### src/rtl/mem_access_pkg.sv
// Shared definitions for the memory-access stage.
//
// Contents:
//   instructions - decoded-instruction flags coming from the decoder
//   regvpair     - source operand values (rs1, rs2)
//   mem_op_t     - memory operation kind (NONE, LOAD, STORE)
//   ext_t        - access size / load extension (SB, SH, SW, UB, UH)
//   state_t      - mem_access FSM state encoding
//   helpers      - memory-op decode, alignment test, store lanes and data
package mem_access_pkg;

    typedef struct packed {
        logic lui;
        logic auipc;
        logic jal;
        logic jalr;
        logic branch;
        logic lb;
        logic lh;
        logic lw;
        logic lbu;
        logic lhu;
        logic sb;
        logic sh;
        logic sw;
        logic addi;
        logic add;
        logic sub;
        logic alu_other;
    } instructions;

    typedef struct packed {
        logic [31:0] rs1;
        logic [31:0] rs2;
    } regvpair;

    typedef enum logic [1:0] {
        NONE,
        LOAD,
        STORE
    } mem_op_t;

    // SB/SH/SW double as the size of a store; UB/UH only occur for loads.
    typedef enum logic [2:0] {
        SB,
        SH,
        SW,
        UB,
        UH
    } ext_t;

    typedef enum logic [1:0] {
        IDLE,
        REQ,
        WAIT_R
    } state_t;

    typedef struct packed {
        mem_op_t op;
        ext_t    ext;
    } mem_decode_t;

    // Only the eight load/store flags are looked at; anything else is NONE.
    function automatic mem_decode_t decode_mem(input instructions i);
        mem_decode_t d;
        d.op  = NONE;
        d.ext = SW;
        if (i.lb) begin
            d.op = LOAD;  d.ext = SB;
        end else if (i.lh) begin
            d.op = LOAD;  d.ext = SH;
        end else if (i.lw) begin
            d.op = LOAD;  d.ext = SW;
        end else if (i.lbu) begin
            d.op = LOAD;  d.ext = UB;
        end else if (i.lhu) begin
            d.op = LOAD;  d.ext = UH;
        end else if (i.sb) begin
            d.op = STORE; d.ext = SB;
        end else if (i.sh) begin
            d.op = STORE; d.ext = SH;
        end else if (i.sw) begin
            d.op = STORE; d.ext = SW;
        end
        return d;
    endfunction

    function automatic logic is_misaligned(input ext_t ext, input logic [1:0] lo);
        logic m;
        case (ext)
            SH, UH:  m = lo[0];
            SW:      m = (lo != 2'b00);
            default: m = 1'b0;
        endcase
        return m;
    endfunction

    function automatic logic [3:0] store_strobe(input ext_t ext, input logic [1:0] lo);
        logic [3:0] s;
        case (ext)
            SB:      s = 4'b0001 << lo;
            SH:      s = 4'b0011 << lo;
            default: s = 4'b1111;
        endcase
        return s;
    endfunction

    // Data is replicated across all lanes so the strobes alone select the bytes.
    function automatic logic [31:0] store_data(input ext_t ext, input logic [31:0] rs2);
        logic [31:0] d;
        case (ext)
            SB:      d = {4{rs2[7:0]}};
            SH:      d = {2{rs2[15:0]}};
            default: d = rs2;
        endcase
        return d;
    endfunction

endpackage

### src/rtl/mem_access_load_extend.sv
// Load data extraction: aligns the addressed byte/halfword of a read word
// down to bit 0 and sign- or zero-extends it.
//
// Ports:
//   m_rdata - 32-bit word returned by memory
//   addr    - low two bits of the byte address
//   ext     - access size and extension type
//   value   - extended 32-bit load result
module load_extend
    import mem_access_pkg::*;
(
    input  logic [31:0] m_rdata,
    input  logic [1:0]  addr,
    input  ext_t        ext,
    output logic [31:0] value
);

    logic [31:0] shifted;

    always_comb begin
        shifted = m_rdata >> {addr, 3'b000};
        case (ext)
            SB:      value = {{24{shifted[7]}}, shifted[7:0]};
            UB:      value = {24'h000000, shifted[7:0]};
            SH:      value = {{16{shifted[15]}}, shifted[15:0]};
            UH:      value = {16'h0000, shifted[15:0]};
            default: value = shifted;
        endcase
    end

endmodule

### src/rtl/mem_access.sv
// Memory-access pipeline stage. Uses the ALU result as the byte address of
// loads and stores, runs a single-outstanding request/grant data port, and
// passes non-memory results straight through to writeback.
//
// Ports:
//   clk, rstn          - clock, asynchronous active-low reset
//   enabled            - one-cycle start pulse, only honoured in IDLE
//   instr, register    - decoded instruction flags and operands (rs2 = store data)
//   alu_result         - effective address, or writeback value for non-memory ops
//   completed          - one-cycle pulse; result/misaligned valid with it
//   result, misaligned - writeback value and alignment fault flag
//   busy               - high whenever the FSM is not IDLE
//   m_req, m_we, m_addr, m_wdata, m_wstrb - request side of the memory port
//   m_gnt, m_rvalid, m_rdata             - grant and read-data response
//
// Handshake: m_req is raised with all request fields and they are held
// unchanged until the cycle m_gnt is sampled high; that cycle transfers the
// request. Read data is accepted in any later cycle where m_rvalid is high,
// and m_gnt/m_rvalid are ignored in every other state.
module mem_access
    import mem_access_pkg::*;
#(
    parameter int ADDR_WIDTH = 32
)
(
    input  logic                  clk,
    input  logic                  rstn,
    input  logic                  enabled,
    input  instructions           instr,
    input  regvpair               register,
    input  logic [31:0]           alu_result,
    output logic                  completed,
    output logic [31:0]           result,
    output logic                  misaligned,
    output logic                  busy,
    output logic                  m_req,
    output logic                  m_we,
    output logic [ADDR_WIDTH-1:0] m_addr,
    output logic [31:0]           m_wdata,
    output logic [3:0]            m_wstrb,
    input  logic                  m_gnt,
    input  logic                  m_rvalid,
    input  logic [31:0]           m_rdata
);

    state_t                state_q, state_d;
    logic [31:0]           addr_q, addr_d;
    ext_t                  ext_q, ext_d;
    mem_op_t               op_q, op_d;
    mem_decode_t           dec;
    logic [31:0]           load_value;

    logic                  completed_d, misaligned_d, m_req_d, m_we_d;
    logic [31:0]           result_d, m_wdata_d;
    logic [ADDR_WIDTH-1:0] m_addr_d;
    logic [3:0]            m_wstrb_d;

    // rs1 is part of the operand bundle but has no role in this stage.
    logic unused_rs1;
    assign unused_rs1 = ^register.rs1;

    assign busy = (state_q != IDLE);

    load_extend u_load_extend (
        .m_rdata (m_rdata),
        .addr    (addr_q[1:0]),
        .ext     (ext_q),
        .value   (load_value)
    );

    always_comb begin
        state_d      = state_q;
        addr_d       = addr_q;
        ext_d        = ext_q;
        op_d         = op_q;
        completed_d  = 1'b0;
        misaligned_d = 1'b0;
        result_d     = result;
        m_req_d      = m_req;
        m_we_d       = m_we;
        m_addr_d     = m_addr;
        m_wdata_d    = m_wdata;
        m_wstrb_d    = m_wstrb;
        dec          = decode_mem(instr);

        case (state_q)
            IDLE: begin
                if (enabled) begin
                    if (dec.op == NONE) begin
                        result_d    = alu_result;
                        completed_d = 1'b1;
                    end else if (is_misaligned(dec.ext, alu_result[1:0])) begin
                        // Faulting accesses never reach the bus.
                        result_d     = alu_result;
                        misaligned_d = 1'b1;
                        completed_d  = 1'b1;
                    end else begin
                        addr_d   = alu_result;
                        ext_d    = dec.ext;
                        op_d     = dec.op;
                        m_req_d  = 1'b1;
                        m_addr_d = alu_result[ADDR_WIDTH-1:0];
                        if (dec.op == STORE) begin
                            m_we_d    = 1'b1;
                            m_wdata_d = store_data(dec.ext, register.rs2);
                            m_wstrb_d = store_strobe(dec.ext, alu_result[1:0]);
                        end else begin
                            m_we_d    = 1'b0;
                            m_wdata_d = 32'h0;
                            m_wstrb_d = 4'b0000;
                        end
                        state_d = REQ;
                    end
                end
            end

            REQ: begin
                if (m_gnt) begin
                    m_req_d   = 1'b0;
                    m_we_d    = 1'b0;
                    m_wstrb_d = 4'b0000;
                    if (op_q == STORE) begin
                        result_d    = addr_q;
                        completed_d = 1'b1;
                        state_d     = IDLE;
                    end else begin
                        state_d = WAIT_R;
                    end
                end
            end

            WAIT_R: begin
                if (m_rvalid) begin
                    result_d    = load_value;
                    completed_d = 1'b1;
                    state_d     = IDLE;
                end
            end

            default: begin
                state_d = IDLE;
                m_req_d = 1'b0;
                m_we_d  = 1'b0;
            end
        endcase
    end

    always_ff @(posedge clk or negedge rstn) begin
        if (!rstn) begin
            state_q    <= IDLE;
            addr_q     <= 32'h0;
            ext_q      <= SW;
            op_q       <= NONE;
            completed  <= 1'b0;
            misaligned <= 1'b0;
            result     <= 32'h0;
            m_req      <= 1'b0;
            m_we       <= 1'b0;
            m_addr     <= '0;
            m_wdata    <= 32'h0;
            m_wstrb    <= 4'b0000;
        end else begin
            state_q    <= state_d;
            addr_q     <= addr_d;
            ext_q      <= ext_d;
            op_q       <= op_d;
            completed  <= completed_d;
            misaligned <= misaligned_d;
            result     <= result_d;
            m_req      <= m_req_d;
            m_we       <= m_we_d;
            m_addr     <= m_addr_d;
            m_wdata    <= m_wdata_d;
            m_wstrb    <= m_wstrb_d;
        end
    end

endmodule

### config.mk
export PLATFORM = sky130hd
export DESIGN_NAME = mem_access
export DESIGN_NICKNAME = d
export VERILOG_FILES = /design/src/rtl/mem_access_pkg.sv /design/src/rtl/mem_access_load_extend.sv /design/src/rtl/mem_access.sv
export SDC_FILE = /design/constraint.sdc
export NUM_CORES = 1
export LEC_CHECK = 0
export BUFFER_PORTS_ARGS = -buffer_cell sky130_fd_sc_hd__buf_4
export CAP_MARGIN = 20
export CORE_ASPECT_RATIO = 0.8
export CORE_UTILIZATION = 44
export DETAILED_ROUTE_END_ITERATION = 10
export MAX_ROUTING_LAYER = met4
export PLACE_DENSITY = 0.8
export SLEW_MARGIN = 15
export SYNTH_ARGS = -nofsm -noshare
export SYNTH_HDL_FRONTEND = slang
export SYNTH_SLANG_ARGS = --single-unit
### constraint.sdc
create_clock -name clk -period 2.11 [get_ports clk]
set_input_delay 0.3165 -clock clk [delete_from_list [all_inputs] [get_ports clk]]
set_output_delay 0.3165 -clock clk [all_outputs]
set_load 0.02 [all_outputs]
==> results of run 1 <==
worst max-delay path, cell delays in order (launching register included):
cell	delay (ns)
dfrtp_1	0.41
inv_2	0.09
ha_4	0.16
nand2_2	0.06
or4_4	0.49
a211oi_4	0.37
clkbuf_16	0.23
buf_6	0.10
a22o_1	0.12
Yosys cell counts (4+ instances only):
cell type  instances
buf_1              4
clkbuf_1          21
a32oi_1            5
nand2_1           94
dfrtp_1          110
o21ai_1           10
nor2b_1            5
a21oi_1           26
nand2b_1           5
nand3b_1           8
mux2i_1           28
mux2_2            74
ha_1               4
o21ai_0           69
a22o_1             8
o31ai_1           10
inv_1             14
o22ai_1           12
buf_4              5
nor2_1            51
buf_2             11
layout make-up:
| class | count | area, um^2 |
|---|---|---|
| Inverter | 15 | 56.3 |
| Sequential cell | 111 | 2780 |
| Multi-Input combinational cell | 461 | 3250 |
| Fill cell | 1106 | 4700 |
| Clock buffer | 10 | 239 |
| Timing Repair Buffer | 279 | 2230 |
| Clock inverter | 5 | 66.3 |
| Tap cell | 180 | 225 |
power groups by stage:
stage	Clock [mW]	Combinational, mW	Sequential, mW
floorplan	0	4.08	4.19
global placement	0	7.24	3.42
detailed placement	0	7.44	3.46
CTS	1.81	7.50	3.43
global route	1.90	8.32	3.52
finish	1.78	7.71	3.44
through the flow:
stage	worst slack, ns	instances	setup TNS [ns]
5_1_grt	-0.0524	1061	-0.743
4_1_cts	0.0181	1052	0
2_1_floorplan	-0.0877	629	-1.32
3_3_place_gp	-0.145	1036	-10.15
3_5_place_dp	-0.182	1036	-12.14
6_report	0.00535	1061	0
flip-flops by register name, summed over array words and instances, names as in the netlist, 2 cells and up:
| register | cells |
|---|---|
| addr_q | 32 |
| m_wdata | 32 |
| result | 32 |
| m_wstrb | 4 |
| ext_q | 3 |
| op_q | 2 |
| state_q | 2 |
kinds of logic (layout without fill, tap and decap cells):
logic type / after synthesis / in the layout / synth area share [%]
adders and majority gates: 4 / 4 / 0.817
DFF: 111 / 111 / 45.4
AOI/OAI and AO/OA: 172 / 172 / 17.8
buffers and inverters: 57 / 309 / 4.15
and+or+nand+nor: 181 / 181 / 12.9
muxes: 104 / 104 / 18.9
layer usage:
| metal | GRT usage (%) | wire length, um | vias up | share of wire [%] |
|---|---|---|---|---|
| met5 | - | 0 | - | 0 |
| met4 | 6.49 | 221 | 0 | 1.1 |
| met3 | 6.21 | 1560 | 19 | 8.1 |
| met2 | 43.8 | 9060 | 236 | 47 |
| met1 | 35.9 | 8380 | 2824 | 44 |
| li1 | - | - | 2737 | - |
worst min path at each step:
stage,slack [ns],startpoint,endpoint,cells after the start
floorplan,0.02,rstn,addr_q[0],0
global placement,0.20,rstn,addr_q[3],1
detailed placement,0.20,rstn,completed,1
CTS,0.19,register[5],m_wdata[5],2
global route,0.20,alu_result[19],addr_q[19],2
finish,0.20,register[5],m_wdata[5],2
repair_timing:
item                                    CTS  global route
hold endpoints to repair                 12             0
gates cloned                              0             2
hold buffers                              1             0
endpoints found under the setup margin    9            51
setup buffers                             0             7
pin swaps                                 0            14
gates resized for setup                   1            36
==> PnR_summary.wiki, run 1 <==
{| class="wikitable"
! Metric !! Value
|-
| Power density relative to cell area || 1460 mW/mm^2
|-
| Placed cell area || 0.00835 mm^2
|-
| TritonCTS clock tree || done
|-
| Net switching power || 5.40 mW
|-
| Cell variety after synth || 58
|-
| Worst clock skew || 0.00641 ns
|-
| Count of flip-flops with a built-in enable after synthesis || 0
|-
| Nets || 1031
|-
| Critical-path maximum fanout || 7
|-
| Share of async-settable or async-resettable flops after synthesis || 100%
|-
| Effective utilization at floorplan || 45.2%
|-
| VDD IR max || 0.935 mV
|-
| Vias || 5816
|-
| Fraction of post-synthesis cell area in the top cell type by area || 44.9%
|-
| Placer congestion estimate || 0.872
|-
| Worst reg2reg path startpoint || state_q[1]
|-
| Number of storage elements in the synthesis netlist || 111
|-
| Worst Path Required || 2.40 ns
|-
| Data arrival time of the critical path || 2.39 ns
|-
| Cell types with the largest area share after synthesis || dfrtp_1, mux2_2, nand2_1
|-
| # clock sinks || 111
|-
| Buffers on Ports || 213
|-
| Global-route congestion overflow total || 0
|-
| Insertion delay to the later sink of the worst-skew pair || 0.34 ns
|-
| Clock root buffer master || clkbuf_16
|-
| Wire length per cell after detailed routing || 18.1 um
|-
| Final Util || 65.3%
|-
| Share of total power in combinational logic || 59.7%
|-
| Commonest cells after routing, fill and taps aside || buf_4, dfrtp_1, nand2_1
|-
| Remaining max-slew budget at the tightest pin || 64.2%
|-
| Length in cells of the worst reg-to-reg path || 8
|-
| Worst-path clk slew || 0.08 ns
|-
| Number of max-cap violations || 0
|-
| Final setup violation count || 0
|-
| Number of DRC markers in iteration 0 || 329
|-
| Number of antenna violations at the first check in global routing || 0
|-
| Die outline height || 108 um
|-
| Largest buffer count on any clock path || 2
|-
| Total core area || 0.0136 mm^2
|-
| Critical path startpoint category || flip-flop
|-
| Share of the yosys chip area belonging to registers || 45.4%
|-
| Vias in the first global route || 5752
|-
| Hold Vio Cnt, Final || 0
|-
| Pin count of the biggest net entering global routing || 42
|-
| Instance count of the mapped netlist || 629
|-
| Post-route cell area || 0.00885 mm^2
|-
| Die width || 134 um
|-
| TritonCTS buffer count || 9
|-
| Overall power consumption || 12.9 mW
|-
| Most frequent standard cell in the layout excluding fill and tap cells || buf_4
|-
| HPWL after detailed placement || 14.3 mm
|-
| Setup repair after global routing missed its margin || yes
|-
| Critical R2R Capture || m_wdata[7]
|-
| Fin Hold WS || 0.200 ns
|-
| Wire length of the first global-routing pass || 29.8 mm
|-
| Final WL || 19.2 mm
|-
| Type of destination of the critical path || flip-flop
|-
| Pre-Repair DR Iteration Count || 5
|-
| Final critical-path required period || 2.10 ns
|-
| Netlist area before placement || 0.00612 mm^2
|-
| Switching Fraction || 41.8%
|-
| Number of design rule violations left after detail routing || 0
|-
| Proportion of layout cells with a drive suffix above 1 || 46.2%
|-
| Leading area contributor after synthesis || dfrtp_1
|-
| Cell row count || 38
|-
| Part of the cycle the worst path needs || 99.7%
|-
| Nets in the synthesized netlist || 783
|-
| Slack of the worst reg-to-reg path || 0.005 ns
|-
| Signed area change from the synthesized netlist to the final layout || 44.5%
|-
| CTS H-Tree Depth || 3
|-
| Antenna-violating nets left || 0
|-
| Outcome || complete, no violations
|-
| GRT Total Usage || 27.5%
|-
| Die ar. || 0.0144 mm^2
|-
| I/O pin total || 255
|-
| Leakage dissipation || 4.25 nW
|-
| Ratio of routed vias to standard cells || 5.48
|-
| Type of the most critical hold path || input port to flip-flop
|-
| Antenna diodes || 0
|-
| Endpoint of the most critical setup path || m_wdata[7]
|-
| Post-Syn Area per Cell || 9.74 um^2
|-
| Part of the total power dissipated in the clock network || 13.7%
|-
| Internal power || 7.53 mW
|-
| Warning count from the yosys run || 0
|-
| Dominant synthesized flop cell || dfrtp_1
|-
| Slew Limit Fails || 0
|-
| Worst Tran Pin Value || 0.536 ns
|-
| FMAX || 475 MHz
|-
| Worst setup path startpoint || state_q[1]
|-
| Portion of total power attributed to sequential cells || 26.6%
|-
| Worst Path Class, Setup || flip-flop to flip-flop
|}
(Power assumes the default switching activity.)
==> run 2: changes to the inputs <==
ABC_AREA = 1   (was unset)
HOLD_SLACK_MARGIN = 0.02   (was unset)
==> PnR_summary.wiki, run 2 <==
{| class="wikitable"
! Metric !! Value
|-
| Outcome || complete, but fails checks
|-
| Violated checks || hold timing
|-
| TritonCTS buffer count || 9 (unchanged)
|-
| Final WL || 18.7 mm (-2.6%)
|-
| Number of design rule violations left after detail routing || 0 (unchanged)
|-
| Worst Path Required || 2.33 ns (-0.07 ns)
|-
| Cell row count || 38 (unchanged)
|-
| Multiplexer share of the synthesized area || 0% (-19 points)
|-
| Aggregate negative setup slack || 0 ns (unchanged)
|-
| Type of destination of the critical path || flip-flop
|-
| Ratio of routed vias to standard cells || 5.23 (-4.6%)
|-
| Worst Path Class, Setup || flip-flop to flip-flop
|-
| Post-route cell area || 0.00821 mm^2 (-7.3%)
|-
| GRT Total Usage || 27.7% (+0.14 points)
|-
| Slew Limit Fails || 0 (unchanged)
|-
| Critical path startpoint category || flip-flop
|-
| Total buffers and inverters traversed by the critical path || 3 (unchanged)
|-
| TritonCTS clock tree || done
|-
| Leading area contributor after synthesis || dfrtp_1
|-
| Kind of cell with the highest combined delay on the critical path || simple AND/OR/NAND/NOR gates
|-
| Post-Syn Area per Cell || 7.19 um^2 (-26%)
|-
| Part of the cycle the worst path needs || 89.6% (-10 points)
|-
| Simple-gate share of the synthesized area || 28.9% (+16 points)
|-
| Remaining max-slew budget at the tightest pin || 56.6% (-7.6 points)
|-
| Nets in the synthesized netlist || 1005 (+28%)
|-
| Global-route congestion overflow total || 0 (unchanged)
|-
| # clock sinks || 111 (unchanged)
|-
| Netlist area before placement || 0.00611 mm^2 (-0.16%)
|-
| Hold Vio Cnt, Final || 5 (+5)
|-
| Total core area || 0.0136 mm^2 (unchanged)
|-
| Worst clock skew || 0.0130 ns (+0.00664 ns)
|-
| Vias || 6439 (+11%)
|-
| Critical-path maximum fanout || 64 (+57)
|-
| Buffers on Ports || 213 (unchanged)
|-
| Number of buffers inserted by hold repair at cts || 0 (-1)
|-
| Slack of the worst reg-to-reg path || 0.22 ns (+0.21 ns)
|-
| Pin count of the biggest net entering global routing || 112 (+170%)
|-
| Slowest cell on the critical path || dfrtp_1
|-
| Number of DRC markers in iteration 0 || 521 (+58%)
|-
| Placer congestion estimate || 0.889 (+2.0%)
|-
| Number of storage elements in the synthesis netlist || 111 (unchanged)
|-
| Placed cell area || 0.00791 mm^2 (-5.4%)
|-
| Commonest cells after routing, fill and taps aside || nand2_1, buf_4, dfrtp_1
|-
| Antenna-violating nets left || 0 (unchanged)
|-
| Stage delay of the slowest cell on the critical path || 0.41 ns (-0.08 ns)
|-
| Xor and xnor area share after synthesis || 0% (unchanged)
|-
| Leakage dissipation || 4.37 nW (+2.9%)
|-
| Most frequent standard cell in the layout excluding fill and tap cells || nand2_1
|-
| Vias in the first global route || 6044 (+5.1%)
|-
| Worst setup path startpoint || state_q[1]
|-
| Largest registers ranked by flip-flop count || addr_q: 32 flops, m_wdata: 32 flops, result: 32 flops
|-
| Final setup violation count || 0 (unchanged)
|-
| Fraction of post-synthesis cell area in the top cell type by area || 45.0% (+0.074 points)
|-
| Arithmetic-cell share of the synthesized area counting full adders, half adders and majority gates || 0.818% (+0.0013 points)
|-
| Cell types with the largest area share after synthesis || dfrtp_1, nand2_1, o21ai_0
|-
| Largest buffer count on any clock path || 2 (unchanged)
|-
| Share of the yosys chip area belonging to registers || 45.4% (+0.074 points)
|-
| Critical-path cell list || inv_1 > ha_1 > inv_1 > nor2_1 > nor4_2 > nand2_2 > buf_12 > nand2_1 > o21ai_0
|-
| Die ar. || 0.0144 mm^2 (-0.16%)
|-
| Worst-path clk slew || 0.08 ns (about the same)
|-
| Proportion of layout cells with a drive suffix above 1 || 26.3% (-20 points)
|-
| VDD IR max || 0.851 mV (-8.9%)
|-
| Number of max-cap violations || 0 (unchanged)
|-
| Count of flip-flops with a built-in enable after synthesis || 0 (unchanged)
|-
| Effective utilization at floorplan || 45.1% (-0.074 points)
|-
| Number of antenna violations at the first check in global routing || 0 (unchanged)
|-
| Cell types with the highest counts after synthesis || nand2_1, dfrtp_1, o21ai_0, inv_1, a21oi_1
|-
| Nets || 1200 (+16%)
|-
| Critical R2R Capture || result[13]
|-
| Instance count of the mapped netlist || 851 (+35%)
|-
| HPWL after detailed placement || 13.6 mm (-4.4%)
|-
| Dominant synthesized flop cell || dfrtp_1
|-
| Pre-Repair DR Iteration Count || 6 (+1)
|-
| Cell seen most often among critical-path stages || inv_1
|-
| Insertion delay to the later sink of the worst-skew pair || 0.35 ns (about the same)
|-
| I/O pin total || 255 (unchanged)
|-
| Length in cells of the worst reg-to-reg path || 9 (+1)
|-
| Wire length per cell after detailed routing || 15.2 um (-16%)
|-
| FMAX || 529 MHz (+11%)
|-
| Wire length of the first global-routing pass || 30.5 mm (+2.4%)
|-
| Data arrival time of the critical path || 2.11 ns (-0.28 ns)
|-
| Type of the most critical hold path || input port to asynchronous set/reset pin
|-
| Fin Hold WS || -0.0138 ns (-0.214 ns)
|-
| Setup repair after global routing missed its margin || no
|-
| Clock root buffer master || clkbuf_16
|-
| Die outline height || 107 um (about the same)
|-
| Fill count || 1258 (+14%)
|-
| Dominant combinational cell family by area after synthesis || simple AND/OR/NAND/NOR gates
|-
| Area fraction in compound gates after synthesis || 17.7% (-0.073 points)
|-
| Worst reg2reg path startpoint || state_q[1]
|-
| Warning count from the yosys run || 0 (unchanged)
|-
| Power density relative to cell area || 1420 mW/mm^2 (-3.1%)
|-
| Worst Tran Pin Value || 0.651 ns (+0.115 ns)
|-
| Most frequently used cell type in the post-synthesis netlist || nand2_1
|-
| Cell variety after synth || 34 (-41%)
|-
| Signed area change from the synthesized netlist to the final layout || 34.2%
|-
| Share of async-settable or async-resettable flops after synthesis || 100% (unchanged)
|-
| Final critical-path required period || 1.89 ns (-0.214 ns)
|-
| CTS H-Tree Depth || 3 (unchanged)
|-
| Antenna diodes || 0 (unchanged)
|-
| Die width || 134 um (about the same)
|}
## run 2: per-stage QoR
stage / util, % / power (mW) / instances / setup WS, ns
2_1_floorplan: - / 7.49 / 851 / 0.294
3_3_place_gp: 58.3 / 9.73 / 1214 / 0.254
3_5_place_dp: 58.3 / 9.86 / 1214 / 0.213
4_1_cts: 60.5 / 11.6 / 1230 / 0.203
5_1_grt: 60.6 / 12.6 / 1231 / 0.0434
6_report: 60.6 / 11.6 / 1231 / 0.220
## run 2: logic make-up (layout without fill, tap and decap cells)
family,Yosys count,count (layout)
simple gates,433,433
compound gates,202,202
flops,111,111
buf+inv,101,301
fa+ha+maj,4,4
## run 2: power by group
part / leakage (nW) / internal, mW / total [mW] / switching (mW)
registers: 1.44 / 2.83 / 3.34 / 0.508
clock network: 0.138 / 0.831 / 1.70 / 0.866
logic: 2.79 / 2.41 / 6.58 / 4.17
## run 2: cell type report
class / count / area [um^2] / area share [%]
clock buffer: 9 / 225 / 2.74
timing repair buffer: 233 / 1810 / 22.1
multi-input combinational: 639 / 2910 / 35.4
clock inverter: 7 / 62.6 / 0.762
inverter: 52 / 198 / 2.41
tap: 180 / 225 / 2.74
sequential: 111 / 2780 / 33.9
## run 2: worst max-delay path by stage
stage | endpoint | slack [ns] | cells after the start
after floorplan | result[14] | 0.29 | 11
after global placement | m_wdata[21] | 0.25 | 12
after detailed placement | result[29] | 0.21 | 10
after CTS | result[25] | 0.20 | 10
after global routing | result[11] | 0.04 | 10
final | result[13] | 0.22 | 9
## run 2: timing repair
action                                  4_1_cts  5_1_grt
hold endpoints to repair                      0        0
buffers inserted                              0        1
endpoints found under the setup margin        0       12
resized for setup                             0        1
## run 2: worst reg2reg max path: cells and delay by family (launching register included)
kind,cells,cell delay (ns)
flops,1,0.41
buf+inv,3,0.43
simple gates,4,0.64
compound gates,1,0.09
fa+ha+maj,1,0.19
## run 2: metal layers
layer / wire length [um] / GRT usage (%)
met5: 0 / -
met1: 8320 / 38.1
met3: 1580 / 5.46
met4: 304 / 6.49
met2: 8530 / 42.1
